### src/rtl/sm83_bus_responder.sv
// Converts SM83 fetch/execute cycle strobes into single req/ack memory transactions.
// Define SM83_BUS_TIMEOUT_EN to abandon unacknowledged accesses after TIMEOUT_CYCLES (open bus 0xFF).
module sm83_bus_responder #(
    parameter int unsigned TIMEOUT_CYCLES = 16
) (
    input  logic        clk,
    input  logic        rst_n,
    input  logic        fetch_cycle,
    input  logic        execute_cycle,
    input  logic [15:0] pc,
    input  logic [15:0] addr,
    input  logic        wr_en,
    input  logic [7:0]  wdata,
    output logic [7:0]  opcode,
    output logic [7:0]  rdata,
    output logic        done,
    output logic        busy,
    output logic        err,
    output logic        mem_req,
    output logic        mem_we,
    output logic [15:0] mem_addr,
    output logic [7:0]  mem_wdata,
    input  logic [7:0]  mem_rdata,
    input  logic        mem_ack
);

    typedef enum logic [1:0] {
        S_IDLE  = 2'd0,
        S_ISSUE = 2'd1,
        S_DONE  = 2'd2
    } state_t;

    typedef struct packed {
        logic        fetch;
        logic        we;
        logic [15:0] addr;
        logic [7:0]  wdata;
    } slot_t;

    if (TIMEOUT_CYCLES < 1) begin : g_cfg_check
        $error("TIMEOUT_CYCLES must be at least 1");
    end

    state_t      state_q, state_d;
    slot_t       act_q, act_d;
    slot_t       pend_q, pend_d;
    logic        pend_valid_q, pend_valid_d;
    logic [7:0]  opcode_q, opcode_d;
    logic [7:0]  rdata_q, rdata_d;
    logic        err_q, err_d;
    slot_t       fetch_slot, exec_slot;

`ifdef SM83_BUS_TIMEOUT_EN
    localparam int unsigned CNT_W = $clog2(TIMEOUT_CYCLES + 1);
    localparam logic [CNT_W-1:0] CNT_LAST = CNT_W'(TIMEOUT_CYCLES - 1);
    logic [CNT_W-1:0] cnt_q, cnt_d;
`endif

    assign fetch_slot = '{fetch: 1'b1, we: 1'b0, addr: pc, wdata: wdata};
    assign exec_slot  = '{fetch: 1'b0, we: wr_en, addr: addr, wdata: wdata};

    always_comb begin
        state_d      = state_q;
        act_d        = act_q;
        pend_d       = pend_q;
        pend_valid_d = pend_valid_q;
        opcode_d     = opcode_q;
        rdata_d      = rdata_q;
        err_d        = err_q;
`ifdef SM83_BUS_TIMEOUT_EN
        cnt_d        = '0;
`endif

        // Strobe capture: idle goes straight to the active slot, otherwise one-deep pending.
        if (state_q == S_IDLE && !pend_valid_q) begin
            if (fetch_cycle) begin
                act_d   = fetch_slot;
                state_d = S_ISSUE;
                if (execute_cycle) begin
                    pend_d       = exec_slot;
                    pend_valid_d = 1'b1;
                end
            end else if (execute_cycle) begin
                act_d   = exec_slot;
                state_d = S_ISSUE;
            end
        end else if (fetch_cycle || execute_cycle) begin
            if (pend_valid_q) begin
                err_d = 1'b1;
            end else begin
                pend_valid_d = 1'b1;
                pend_d       = fetch_cycle ? fetch_slot : exec_slot;
            end
            if (fetch_cycle && execute_cycle) begin
                err_d = 1'b1;
            end
        end

        case (state_q)
            S_IDLE: begin
                if (pend_valid_q) begin
                    act_d        = pend_q;
                    pend_valid_d = 1'b0;
                    state_d      = S_ISSUE;
                end
            end
            S_ISSUE: begin
                if (mem_ack) begin
                    state_d = S_DONE;
                    if (act_q.fetch) begin
                        opcode_d = mem_rdata;
                    end else if (!act_q.we) begin
                        rdata_d = mem_rdata;
                    end
                end
`ifdef SM83_BUS_TIMEOUT_EN
                else if (cnt_q == CNT_LAST) begin
                    state_d = S_DONE;
                    err_d   = 1'b1;
                    if (act_q.fetch) begin
                        opcode_d = 8'hFF;
                    end else if (!act_q.we) begin
                        rdata_d = 8'hFF;
                    end
                end else begin
                    cnt_d = cnt_q + 1'b1;
                end
`endif
            end
            S_DONE: begin
                // A strobe captured in this same cycle is forwarded without an IDLE bubble.
                if (pend_valid_d) begin
                    act_d        = pend_d;
                    pend_valid_d = 1'b0;
                    state_d      = S_ISSUE;
                end else begin
                    state_d = S_IDLE;
                end
            end
            default: state_d = S_IDLE;
        endcase
    end

    always_ff @(posedge clk) begin
        if (!rst_n) begin
            state_q      <= S_IDLE;
            act_q        <= '0;
            pend_q       <= '0;
            pend_valid_q <= 1'b0;
            opcode_q     <= 8'h00;
            rdata_q      <= 8'h00;
            err_q        <= 1'b0;
`ifdef SM83_BUS_TIMEOUT_EN
            cnt_q        <= '0;
`endif
        end else begin
            state_q      <= state_d;
            act_q        <= act_d;
            pend_q       <= pend_d;
            pend_valid_q <= pend_valid_d;
            opcode_q     <= opcode_d;
            rdata_q      <= rdata_d;
            err_q        <= err_d;
`ifdef SM83_BUS_TIMEOUT_EN
            cnt_q        <= cnt_d;
`endif
        end
    end

    assign mem_req   = (state_q == S_ISSUE);
    assign mem_we    = mem_req & act_q.we;
    assign mem_addr  = act_q.addr;
    assign mem_wdata = act_q.wdata;
    assign done      = (state_q == S_DONE);
    assign busy      = (state_q != S_IDLE) || pend_valid_q;
    assign err       = err_q;
    assign opcode    = opcode_q;
    assign rdata     = rdata_q;

endmodule

### config.mk
export PLATFORM = sky130hd
export DESIGN_NAME = sm83_bus_responder
export DESIGN_NICKNAME = d
export VERILOG_FILES = /design/src/rtl/sm83_bus_responder.sv
export SDC_FILE = /design/constraint.sdc
export NUM_CORES = 1
export LEC_CHECK = 0
export ABC_AREA = 1
export CAP_MARGIN = 20
export CORE_MARGIN = 3
export CORE_UTILIZATION = 45
export CTS_BUF_LIST = sky130_fd_sc_hd__clkbuf_4
export DETAILED_ROUTE_END_ITERATION = 16
export PLACE_DENSITY = 0.73
export SLEW_MARGIN = 0
export SYNTH_ARGS = -nofsm -noshare
export SYNTH_HDL_FRONTEND = slang
export SYNTH_SLANG_ARGS = --single-unit
### constraint.sdc
create_clock -name clk -period 4.2 [get_ports clk]
set_clock_uncertainty 0.05 [all_clocks]
set_input_delay 0.42 -clock clk [delete_from_list [all_inputs] [get_ports clk]]
set_output_delay 0.42 -clock clk [all_outputs]
set_load 0.02 [all_outputs]
# Word-level counts from Yosys, hierarchy flattened
# Index checks and enable logic that the tools add are counted.
# classes
n_eq_ne	2
n_mux	27
n_bitwise	4
reduce_logical	11
# ops
operator	n
$mux W26	11
$pmux W26 S2	1
$mux W2	5
$mux W1	8
$pmux W2 S3	1
$reduce_and A3 Y1	2
$reduce_and A4 Y1	1
$reduce_bool A2 Y1	2
$not A1 Y1	3
$eq A2 B1 Y1 const B	1
$eq A2 B2 Y1 const B	1
$logic_and A1 B1 Y1	2
$logic_not A2 Y1	1
$logic_or A1 B1 Y1	2
$pmux W1 S2	1
$and A1 B1 Y1	1
$logic_not A1 Y1	1
# totals
ff_bits	72
input_bits	54
output_inout_bits	45
word_cells	57

# Logic depth before layout (Yosys ltp)
# logic_depth
ltp_word	6
ltp_mapped	12
depth_no_buf	10

# Worst setup path before layout
# Ideal clock, no wire load.
# synth_timing
path_kind	reg2out
from	register state_q[0]
to	output port mem_we
arrival_ns	1.182
required_ns	3.730
path_slack_ns	2.548
path_stages_with_launch	5
n_path_buf	0
cell_sequence	dfxtp_1 -> inv_2 -> nor2_2 -> inv_1 -> nor2_1
# synth_between
elab_chain_len	2
# synth_lines
element	line_no	rtl
from (decl)	44	state_t state_q, state_d;
from (signal assigned)	157	state_q <= state_d;
$eq A2 B1 Y1	170	assign mem_req = (state_q == S_ISSUE);
net mem_req	19	output logic mem_req,
$and A1 B1 Y1	171	assign mem_we = mem_req & act_q.we;
to (decl)	20	output logic mem_we,
# The timed path passes the listed nets, and every way through them passes these cells.

# Worst setup path after layout
# layout_timing
from	register state_q[1]
to	output port busy
# layout_between
elab_chain_len	2
# layout_lines
element	line_no	rtl
$reduce_bool A2 Y1	175	assign busy = (state_q != S_IDLE) || pend_valid_q;
$logic_or A1 B1 Y1	175	
to (decl)	17	output logic busy,
# No other way between the ends.

==> key figures <==
Outcome
  • Status: finished clean

Placed design
  • Number of I/O port buffers: 98
  • HPWL after detailed placement: 8.12 mm
  • Routability cong.: 0.801

Synth
  • Post-synth net total: 768
  • FFs w/ async S/R, synth: 0
  • Syn avg cell area: 6.04 um2
  • #FFs+latches synth: 72
  • Netlist cell types: 24
  • Synth warn: 0
  • Top_reg_cell synth: dfxtp_1
  • Sequential fraction of the synthesis area: 0.334
  • Number of synthesized flops with an enable pin: 0
  • Cell count after synthesis: 714
  • Netlist Area Pre-Place: 4310 um2

Route
  • Drt first pass iters: 5
  • Post-Route WL: 12.5 mm
  • Post-DRT Antenna Nets: 0
  • DRC viols: 0
  • WL per Instance: 13.8 um
  • Vias: 4,760
  • Drt via density: 5.27
  • Starting DRT DRC Count: 399

STA
  • Final setup TNS: 0 ns
  • Final worst-path cycle share: 0.721
  • Final Hold Viols: 0
  • Slew HR: 0.384
  • Fmax: 330 MHz
  • Post-route minimum period: 3.03 ns
  • Slew Viols, Final: 0
  • RSZ-0062 raised after global routing: no
  • Worst slew pin tran: 0.920 ns
  • Count of final setup violators: 0

Clocking
  • # hold bufs at CTS: 0
  • Root Buffer: clkbuf_4
  • Max clock buf depth: 2
  • Clock Sink Count: 72
  • Worst-Skew Late Latency: 0.42 ns
  • Clock slew seen by the registers of the worst setup and hold paths: 0.11 ns
  • CTS-repair resized insts: 0
  • CTS Buf Count: 9
  • Post-CTS Setup Bufs: 0
  • CTS tree: built
  • Htree depth: 3

Floorplanning
  • Core area: 9280 um2
  • Initial core utilization: 0.464
  • Die ar.: 10,800 um2
  • Chip Height: 104 um
  • Num rows: 35
  • Die width: 104 um
  • # IOs: 99

Power and ir drop
  • Leak Pwr: 0.00245 uW
  • Pwr/cell area: 395 nW/um2
  • Max IR drop VDD: 0.000192 V
  • Pwr Total: 2110 uW

Job
  • Max Cap Viol: 0

Setup path
  • Bufs and invs on worst path: 1
  • Setup slack, reg-to-reg: 1.63 ns
  • FF-to-FF Start: state_q[1]$_SDFF_PN0_
  • Critical Path RT: 3.73 ns
  • Crit path kind: reg -> out
  • Worst path top cell family by delay: simple AND/OR/NAND/NOR gates
  • CP arrival: 2.56 ns
  • Crit-path slowest cell: clkdlybuf4s50_1
  • Largest stage delay, worst path: 0.74 ns
  • Startpoint types: flip-flop
  • Reg2reg end: mem_addr[9]$_SDFF_PN0_
  • Crit-path cells: nor2_4, nand2_2, clkdlybuf4s50_1
  • Reg2reg path depth: 7
  • Crit Path Max Fanout: 42
  • Worst Setup End Kind: output pin

Min path
  • Hold_sp: opcode[0]$_SDFFE_PN0P_
  • Worst min path class: reg -> reg
  • Worst hold path endpoint: opcode[0]$_SDFFE_PN0P_
  • Worst Hold Path Cells: 2

Global route
  • Vias in the first global route: 4,553
  • Gr usage total: 0.230
  • Grt total ovfl: 0
  • First-pass GRT wire length: 20.8 mm
  • Largest net degree at the start of global routing: 49
  • Initial antenna violation count: 0

Finish
  • Share of cells above drive strength 1: 0.0568
  • Layout area overhead: 23.9%
  • Nets: 823
  • # diodes: 0
==> cells in the mapped netlist (3+ instances only) <==
cell type  instances  area, um2
nand2_1          251        942
inv_1             73        274
dfxtp_1           72       1440
nand3_1           62        310
a21oi_1           60        300
o21ai_0           42        210
nor2_1            38        143
buf_4             25        188
buf_2             21        105
o211ai_1          15        113
o21ai_1           15       75.1
clkbuf_1          12       45.0
inv_2              8       30.0
nand2_2            4       25.0
nor2_2             3       18.8
==> report_power, final <==
part,switching (uW),internal [uW]
logic,437,283
registers,52.9,770
clock network,266,302
total,756,1350
==> layout by cell type, fill, tap and decap left out, types with 2 or more instances in the layout <==
cell type          n
nand2_2            4
inv_2              8
dfxtp_1           72
nand2_1          251
bufinv_16          3
nor3_1             2
clkdlybuf4s50_1   98
a21oi_1           60
nor2_4             2
nor2_1            37
nor2_2             4
buf_4              7
o211ai_1          15
inv_1             73
clkinv_4           2
nand3_1           62
o21ai_1           15
clkbuf_4           9
o21ai_0           42
or2_2              2
==> per-stage QoR <==
step           worst slack, ns  utilization  instances  instance area [um2]  hold WS, ns
6_report                  1.17        0.575        903                 5340        0.425
5_1_grt                   1.07        0.575        903                 5340        0.441
4_1_cts                   1.22        0.575        903                 5340        0.428
3_5_place_dp              1.33        0.555        887                 5150        0.405
3_3_place_gp              1.43        0.555        887                 5150        0.405
2_1_floorplan             2.55            -        714                 4310        0.430
==> final cells by class <==
type / count / area [um2]
fillers: 907 / 3940
multi-input cells: 499 / 2210
flip-flops and latches: 72 / 1440
repair buffers: 105 / 1030
inverters: 82 / 308
well taps: 129 / 161
clock inverters: 7 / 120
clock buffers: 9 / 67.6
==> metal layers <==
metal  part of all wire  GRT usage
met3              0.096     0.0484
met2               0.47      0.386
met4              0.019     0.0978
met5                  0          0
met1               0.41      0.286
==> flip-flops by register name, summed over array words and instances, names as in the netlist <==
signal        cells
mem_addr         16
mem_wdata         8
rdata             8
pend_valid_q      1
state_q           2
pend_q           26
act_q             2
opcode            8
err               1
==> worst min-delay path: stages, from the launching register on <==
cell     delay [ns]
dfxtp_1        0.33
nand2_1        0.06
a21oi_1        0.05
==> worst max-delay path by stage <==
stage | startpoint | to | slack (ns) | depth (start not counted)
after floorplan | state_q[0]$_SDFF_PN0_ | mem_we | 2.55 | 4
after global placement | fetch_cycle | mem_wdata[7]$_SDFF_PN0_ | 1.43 | 10
after detailed placement | fetch_cycle | mem_wdata[1]$_SDFF_PN0_ | 1.33 | 10
after CTS | state_q[1]$_SDFF_PN0_ | busy | 1.22 | 3
after global routing | state_q[0]$_SDFF_PN0_ | busy | 1.07 | 3
final | state_q[1]$_SDFF_PN0_ | busy | 1.17 | 3
==> logic make-up (layout without fill, tap and decap cells) <==
group | Yosys count | in the layout | synth area share
flip-flops | 72 | 72 | 0.334
AND/OR/NAND/NOR | 366 | 366 | 0.348
buffers and inverters | 143 | 203 | 0.154
AO/OA/AOI/OAI | 133 | 133 | 0.164
(Power assumes the default switching activity.)
